$ cat src/rtl/mem_lock_arbiter_if.sv
// Bundle of lock-request, memory-port and read-data signals shared by the
// Mem sub-SICs and the data-memory lock arbiter.
interface mem_lock_arbiter_if #(
    parameter int unsigned NUM_REQ  = 4,
    parameter int unsigned ID_WIDTH = 8
);
    logic [NUM_REQ-1:0]               req;
    logic [NUM_REQ-1:0][ID_WIDTH-1:0] req_issue_id;
    logic [NUM_REQ-1:0]               release_lock;
    logic [NUM_REQ-1:0][29:0]         req_addr;
    logic [NUM_REQ-1:0][31:0]         req_wdata;
    logic [NUM_REQ-1:0]               req_wen;
    logic [NUM_REQ-1:0]               grant;
    logic [29:0]                      mem_addr;
    logic [31:0]                      mem_wdata;
    logic                             mem_wen;
    logic [31:0]                      mem_rdata;
    logic [31:0]                      rdata;
    logic                             busy;

    // Requester side (sub-SICs and memory model).
    modport master (
        output req, req_issue_id, release_lock, req_addr, req_wdata, req_wen, mem_rdata,
        input  grant, mem_addr, mem_wdata, mem_wen, rdata, busy
    );

    // Arbiter side.
    modport slave (
        input  req, req_issue_id, release_lock, req_addr, req_wdata, req_wen, mem_rdata,
        output grant, mem_addr, mem_wdata, mem_wen, rdata, busy
    );
endinterface

$ cat src/rtl/mem_lock_arbiter.sv
// Oldest-first, non-preemptive lock arbiter for the single data-memory port.
// The registered owner gets a combinational grant; release or abort frees the
// lock and the oldest other requester is registered at the same edge.
module mem_lock_arbiter #(
    parameter int unsigned NUM_REQ  = 4,
    parameter int unsigned ID_WIDTH = 8
) (
    input logic             clk,
    input logic             rst_n,
    mem_lock_arbiter_if.slave bus
);
    localparam int unsigned IdxW = (NUM_REQ > 1) ? $clog2(NUM_REQ) : 1;

    typedef enum logic {StIdle, StOwned} state_e;

    state_e          state_q, state_d;
    logic [IdxW-1:0] own_idx_q, own_idx_d;

    logic            cand_any;
    logic [IdxW-1:0] win_idx;
    logic            own_free;

    // Wrap-aware age compare: a is older than b when (a - b) is negative.
    function automatic logic older(input logic [ID_WIDTH-1:0] a, input logic [ID_WIDTH-1:0] b);
        logic [ID_WIDTH-1:0] diff;
        diff = a - b;
        return diff[ID_WIDTH-1];
    endfunction

    // Linear oldest-so-far scan; strict compare keeps the lower index on ties.
    always_comb begin
        cand_any = 1'b0;
        win_idx  = '0;
        for (int unsigned i = 0; i < NUM_REQ; i++) begin
            if (bus.req[i] && !(state_q == StOwned && own_idx_q == IdxW'(i))) begin
                if (!cand_any || older(bus.req_issue_id[i], bus.req_issue_id[win_idx])) begin
                    win_idx = IdxW'(i);
                end
                cand_any = 1'b1;
            end
        end
    end

    // Grant decode and memory-port mux from the registered owner.
    always_comb begin
        bus.grant     = '0;
        bus.mem_addr  = '0;
        bus.mem_wdata = '0;
        bus.mem_wen   = 1'b0;
        if (state_q == StOwned) begin
            bus.grant[own_idx_q] = bus.req[own_idx_q];
            bus.mem_addr         = bus.req_addr[own_idx_q];
            bus.mem_wdata        = bus.req_wdata[own_idx_q];
            bus.mem_wen          = bus.req_wen[own_idx_q] && bus.req[own_idx_q];
        end
        bus.rdata = bus.mem_rdata;
        bus.busy  = (state_q == StOwned);
    end

    // Release with grant and abort (owner dropped req) both free the lock.
    assign own_free = !bus.req[own_idx_q] || bus.release_lock[own_idx_q];

    // Next-state: claim or hand off to the winner when idle or freed, else hold.
    always_comb begin
        state_d   = state_q;
        own_idx_d = own_idx_q;
        if (state_q == StIdle || own_free) begin
            if (cand_any) begin
                state_d   = StOwned;
                own_idx_d = win_idx;
            end else begin
                state_d   = StIdle;
            end
        end
    end

    // Owner state register.
    always_ff @(posedge clk or negedge rst_n) begin
        if (!rst_n) begin
            state_q   <= StIdle;
            own_idx_q <= '0;
        end else begin
            state_q   <= state_d;
            own_idx_q <= own_idx_d;
        end
    end
endmodule

$ cat src/flat_wrapper.sv
// flat-port wrapper written by rule: the top's interface ports become plain ports
module mem_lock_arbiter_flat 
#(
    parameter int unsigned NUM_REQ  = 4,
    parameter int unsigned ID_WIDTH = 8
)
  (clk, rst_n, bus_req, bus_req_issue_id, bus_release_lock, bus_req_addr, bus_req_wdata, bus_req_wen, bus_mem_rdata, bus_grant, bus_mem_addr, bus_mem_wdata, bus_mem_wen, bus_rdata, bus_busy);
  mem_lock_arbiter_if #(.NUM_REQ(NUM_REQ), .ID_WIDTH(ID_WIDTH)) bus_i ();
  input logic clk;
  input logic rst_n;
  input wire logic [$bits(bus_i.req)-1:0] bus_req;
  input wire logic [$bits(bus_i.req_issue_id)-1:0] bus_req_issue_id;
  input wire logic [$bits(bus_i.release_lock)-1:0] bus_release_lock;
  input wire logic [$bits(bus_i.req_addr)-1:0] bus_req_addr;
  input wire logic [$bits(bus_i.req_wdata)-1:0] bus_req_wdata;
  input wire logic [$bits(bus_i.req_wen)-1:0] bus_req_wen;
  input wire logic [$bits(bus_i.mem_rdata)-1:0] bus_mem_rdata;
  output wire logic [$bits(bus_i.grant)-1:0] bus_grant;
  output wire logic [$bits(bus_i.mem_addr)-1:0] bus_mem_addr;
  output wire logic [$bits(bus_i.mem_wdata)-1:0] bus_mem_wdata;
  output wire logic [$bits(bus_i.mem_wen)-1:0] bus_mem_wen;
  output wire logic [$bits(bus_i.rdata)-1:0] bus_rdata;
  output wire logic [$bits(bus_i.busy)-1:0] bus_busy;
  assign bus_i.req = bus_req;
  assign bus_i.req_issue_id = bus_req_issue_id;
  assign bus_i.release_lock = bus_release_lock;
  assign bus_i.req_addr = bus_req_addr;
  assign bus_i.req_wdata = bus_req_wdata;
  assign bus_i.req_wen = bus_req_wen;
  assign bus_i.mem_rdata = bus_mem_rdata;
  assign bus_grant = bus_i.grant;
  assign bus_mem_addr = bus_i.mem_addr;
  assign bus_mem_wdata = bus_i.mem_wdata;
  assign bus_mem_wen = bus_i.mem_wen;
  assign bus_rdata = bus_i.rdata;
  assign bus_busy = bus_i.busy;
  mem_lock_arbiter #(.NUM_REQ(NUM_REQ), .ID_WIDTH(ID_WIDTH)) u_core (.clk(clk), .rst_n(rst_n), .bus(bus_i));
endmodule
$ cat config.mk
export PLATFORM = sky130hd
export DESIGN_NAME = mem_lock_arbiter_flat
export DESIGN_NICKNAME = d
export VERILOG_FILES = /design/src/rtl/mem_lock_arbiter_if.sv /design/src/rtl/mem_lock_arbiter.sv /design/src/flat_wrapper.sv
export SDC_FILE = /design/constraint.sdc
export NUM_CORES = 1
export LEC_CHECK = 0
export CORE_AREA = 2 2 166 168
export CTS_CLUSTER_SIZE = 28
export DETAILED_ROUTE_END_ITERATION = 16
export DIE_AREA = 0 0 168 170
export HOLD_SLACK_MARGIN = 0.02
export SLEW_MARGIN = 20
export SYNTH_ARGS = -nofsm -noshare
export SYNTH_HDL_FRONTEND = slang
export SYNTH_SLANG_ARGS = --single-unit
$ cat constraint.sdc
create_clock -name clk -period 11.65 [get_ports clk]
set_input_delay 2.33 -clock clk [delete_from_list [all_inputs] [get_ports clk]]
set_output_delay 2.33 -clock clk [all_outputs]
set_load 0.02 [all_outputs]
==> reports/qor_table.md <==
| Stage | Item | This run |
| --- | --- | --- |
| worst setup path | Slack of the worst reg-to-reg path | 4.81 ns |
| sta | Highest Clock Rate | 114.3 MHz |
| synth | XOR/XNOR share of the synthesized area | 1.046% |
| route | Initial drt markers | 159 |
| synth | Seq cells post-synth | 3 |
| sta | RSZ-0062 raised after global routing | no |
| floorplan | Total I/O pin count | 426 |
| synth | Post-synthesis cell area | 0.003348 mm2 |
| route | Drt pass-1 iters | 4 |
| global routing | Antenna violations before repair | 1 |
| synth | Number of standard cells after synthesis | 324 |
| synth | Simple-gate share of the synthesized area | 18.50% |
| placed design | DP HPWL | 15590 um |
| worst setup path | Reg2reg start | u_core.own_idx_q[0] |
| synth | Post-synthesis net count | 668 |
| clock network | Clock-pin slew reported for the worst setup and hold paths after clock tree synthesis | 0.03 ns |
| clock network | Setup repair bufs after CTS | 0 |
| synth | Portion of synthesized cell area occupied by the leading cell type | 43.05% |
| clock network | CTS Buffer Depth | 2 |
| pwr | Leakage | 0.002586 uW |
| finish | Area Growth Syn to Fin | 113.5% |
| route | Post-Route M1 WL | 7476 um |
| clock network | Cts hold-fix bufs | 0 |
| finish | Final-stage net count | 981 |
| floorplan | Die width | 168 um |
| route | Final ANT Viol Nets | 0 |
| global routing | Via count of the first global-routing pass | 4065 |
| route | DRC viols | 0 |
| worst setup path | Arrival time of data at the critical path endpoint | 8.87 ns |
| outcome | Result of the run | finished, final reports clean |
| global routing | Global route total overflow | 0 |
| worst setup path | Worst-path fanout max | 9 |
| sta | Actual transition at the worst max-transition pin | 0.7519 ns |
| sta | Final Skew | 0.0005414 ns |
| route | Routed wire length on met2 | 8998 um |
| synth | Largest family of logic cells by synthesized area | multiplexers |
| finish | Commonest cells after routing, fill and taps aside | sky130_fd_sc_hd__clkdlybuf4s50_1, sky130_fd_sc_hd__mux4_2, sky130_fd_sc_hd__and2_1, sky130_fd_sc_hd__ha_1, sky130_fd_sc_hd__inv_1 |
| worst setup path | Required time at the worst-slack endpoint | 11.78 ns |
| pwr | Overall Power | 1357 uW |
| sta | Number of endpoints with negative hold slack in the final report | 0 |
| worst setup path | Critical Setup Path Class | primary input to register |
| worst setup path | R2r endpoint | u_core.own_idx_q[1] |
| route | Met3 Wirelength | 1703 um |
| floorplan | Standard-cell row count | 60 |
| hold path | Min-Delay Path Class | register to register |
| clock network | Number of levels the H-tree was split into | 1 |
| synth | Post-synthesis compound-gate area fraction | 9.791% |
| sta | Max-slew violation count | 0 |
| route | Vias per Instance | 4.053 |
| synth | Adder and majority gate portion of the synthesized area | 6.726% |
| pwr | Highest ir drop seen on vdd | 0.0001048 V |
| route | Final WL | 18240 um |
| hold path | Capture endpoint of the worst hold path | u_core.own_idx_q[1] |
| synth | Top cells by area, synth | sky130_fd_sc_hd__mux4_2, sky130_fd_sc_hd__and2_1, sky130_fd_sc_hd__buf_4, sky130_fd_sc_hd__ha_1, sky130_fd_sc_hd__mux2i_1 |
| worst setup path | Max incr delay on CP | 0.48 ns |
| floorplan | Die height | 170 um |
| pwr | Pwr per Cell Area | 189.9 mW/mm2 |
| clock network | Number of buffers created by CTS | 3 |
| hold path | Worst hold path startpoint | u_core.own_idx_q[1] |
| clock network | Root Buffer Master | sky130_fd_sc_hd__clkbuf_16 |
| placed design | Weighted congestion at the end of routability-driven global placement | 0.7417 |
| worst setup path | Startpoint type of the worst setup path | primary input |
| placed design | # port buffers | 361 |
| sta | Slew Limit Headroom | 49.87% |
| synth | Count of unique library cells instantiated by Yosys | 55 |
| flow run | Max-cap check violation count | 0 |
| worst setup path | Worst-case reg-to-reg path depth | 26 |
| synth | Portion of netlist area occupied by mux cells | 49.22% |
| worst setup path | Standard cell with the maximum stage delay on the critical path | sky130_fd_sc_hd__clkdlybuf4s50_1 |
| global routing | Wire length of the first global-routing pass | 25470 um |
| finish | Fill cell instance count of the final layout | 2803 |
| floorplan | Area of the die | 0.02856 mm2 |
| sta | Total of endpoints with negative setup slack in the final report | 0 |
| sta | Min Tclk post-route | 8.749 ns |
| finish | Commonest non-fill, non-tap cell in the layout | sky130_fd_sc_hd__clkdlybuf4s50_1 |
| clock network | Clock latency on the worst-skew pair | 0.22 ns |
| sta | Period utilization | 75.10% |
| clock network | TritonCTS clock tree | done |
| synth | Portion of the post-synthesis area used by sequential elements | 2.242% |
| route | Top Layer Used | met4 |
| clock network | Number of resized instances in the post-cts repair step | 0 |
| global routing | Pin count of the biggest net entering global routing | 67 |
| floorplan | Initial core utilization | 12.56% |
| clock network | Total number of clock tree sinks | 3 |
| global routing | GRT Resource Usage Total | 11.68% |
| finish | Share of post-route cells with drive strength above 1 | 14.94% |
| worst setup path | Type of destination of the critical path | register |
| synth | Cell type contributing the most total cell area after synthesis | sky130_fd_sc_hd__mux4_2 |
| sta | TNS Setup | 0 ns |
| synth | Synthesis warning total | 0 |
| route | Average wire per standard cell | 18.65 um |
| hold path | Hold depth | 2 |
| floorplan | Core Box Area | 0.02665 mm2 |
| route | Overall via count from detail_route | 3964 |
| synth | Mean Syn Cell Area | 10.33 um2 |
==> worst max-delay path, delay by kind of cell <==
family                   cells  cell delay [ns]
AO/OA/AOI/OAI               14             3.23
adder cells (fa/ha/maj)      3             0.88
multiplexers                 3             0.87
AND/OR/NAND/NOR              6             0.85
buffers and inverters        2             0.53
XOR/XNOR                     1             0.20
==> report_power, final <==
part | total [uW] | leakage [uW] | switching [uW] | internal (uW)
clock network | 54.3 | 0.0000382 | 9.17 | 45.1
logic | 1220 | 0.00252 | 542 | 680
registers | 81.1 | 0.0000304 | 63.7 | 17.3
total | 1360 | 0.00259 | 615 | 743
==> how the worst max path moves through the flow <==
| stage | from | to | slack [ns] | cells past startpoint |
|---|---|---|---|---|
| after floorplan | bus_req_issue_id[4] | u_core.own_idx_q[1] | 3.72 | 29 |
| after global placement | bus_req_issue_id[4] | u_core.own_idx_q[1] | 2.75 | 29 |
| after detailed placement | bus_req_issue_id[4] | u_core.own_idx_q[1] | 2.66 | 29 |
| after CTS | bus_req_issue_id[4] | u_core.own_idx_q[1] | 2.88 | 29 |
| after global routing | bus_req_issue_id[4] | u_core.own_idx_q[1] | 2.37 | 29 |
| final | bus_req_issue_id[4] | u_core.own_idx_q[1] | 2.90 | 29 |
==> state kept, by name, indices dropped and copies added, names as in the netlist <==
signal,count
u_core.bus.busy,1
u_core.own_idx_q,2
==> logic make-up after synthesis <==
kind of cell | Yosys count
adder cells (fa/ha/maj) | 18
AND/OR/NAND/NOR | 102
XOR/XNOR | 4
multiplexers | 81
AO/OA/AOI/OAI | 43
buffers and inverters | 73
flip-flops | 3
==> synthesized netlist by cell type, drive strengths merged <==
cell,n
buf,41
o22ai,2
o21bai,1
and4,2
a31oi,3
dfrtp,3
a2111o,1
or2,1
xor2,2
ha,18
or3b,1
nor3,4
nor2,6
clkbuf,15
a211oi,5
mux2i,10
a211o,2
xnor2,2
and2,64
o2bb2ai,2
a2111oi,1
mux4,65
nand4,2
a21o,4
o311a,1
nand2b,3
nand3,1
and2b,1
mux2,6
or2b,1
inv,17
nand2,10
nor2b,3
o211a,2
o21a,1
a21oi,8
nor3b,1
o31ai,1
o21ai,9
and3,2
==> area by class of cell <==
cell class                      instances  area [um2]  share of cell area (%)
Inverter                               17       63.81                  0.8929
Sequential cell                         3       83.83                   1.173
Tap cell                              341       426.7                   5.970
Antenna cell                            1       2.502                 0.03501
Multi-Input combinational cell        248        2855                   39.95
Timing Repair Buffer                  364        3636                   50.88
Clock buffer                            4       78.83                   1.103
==> routing by layer <==
metal	GRT usage, %	vias to the layer above
met5	0	-
met4	0.8318	0
met3	3.860	4
met2	20.23	219
met1	14.71	1895
li1	-	1846
==> metrics by stage <==
| step | std cells | hold slack [ns] | worst slack [ns] | area [um2] | util, % |
|---|---|---|---|---|---|
| CTS | 977 | 0.9846 | 2.876 | 7144 | 26.81 |
| global placement | 973 | 0.9572 | 2.751 | 7066 | 26.51 |
| finish | 978 | 0.9494 | 2.901 | 7147 | 26.82 |
| detailed placement | 973 | 0.9731 | 2.663 | 7066 | 26.51 |
| global route | 977 | 1.008 | 2.370 | 7144 | 26.81 |
| floorplan | 324 | 0.7739 | 3.721 | 3348 | - |
(Power assumes the default switching activity.)
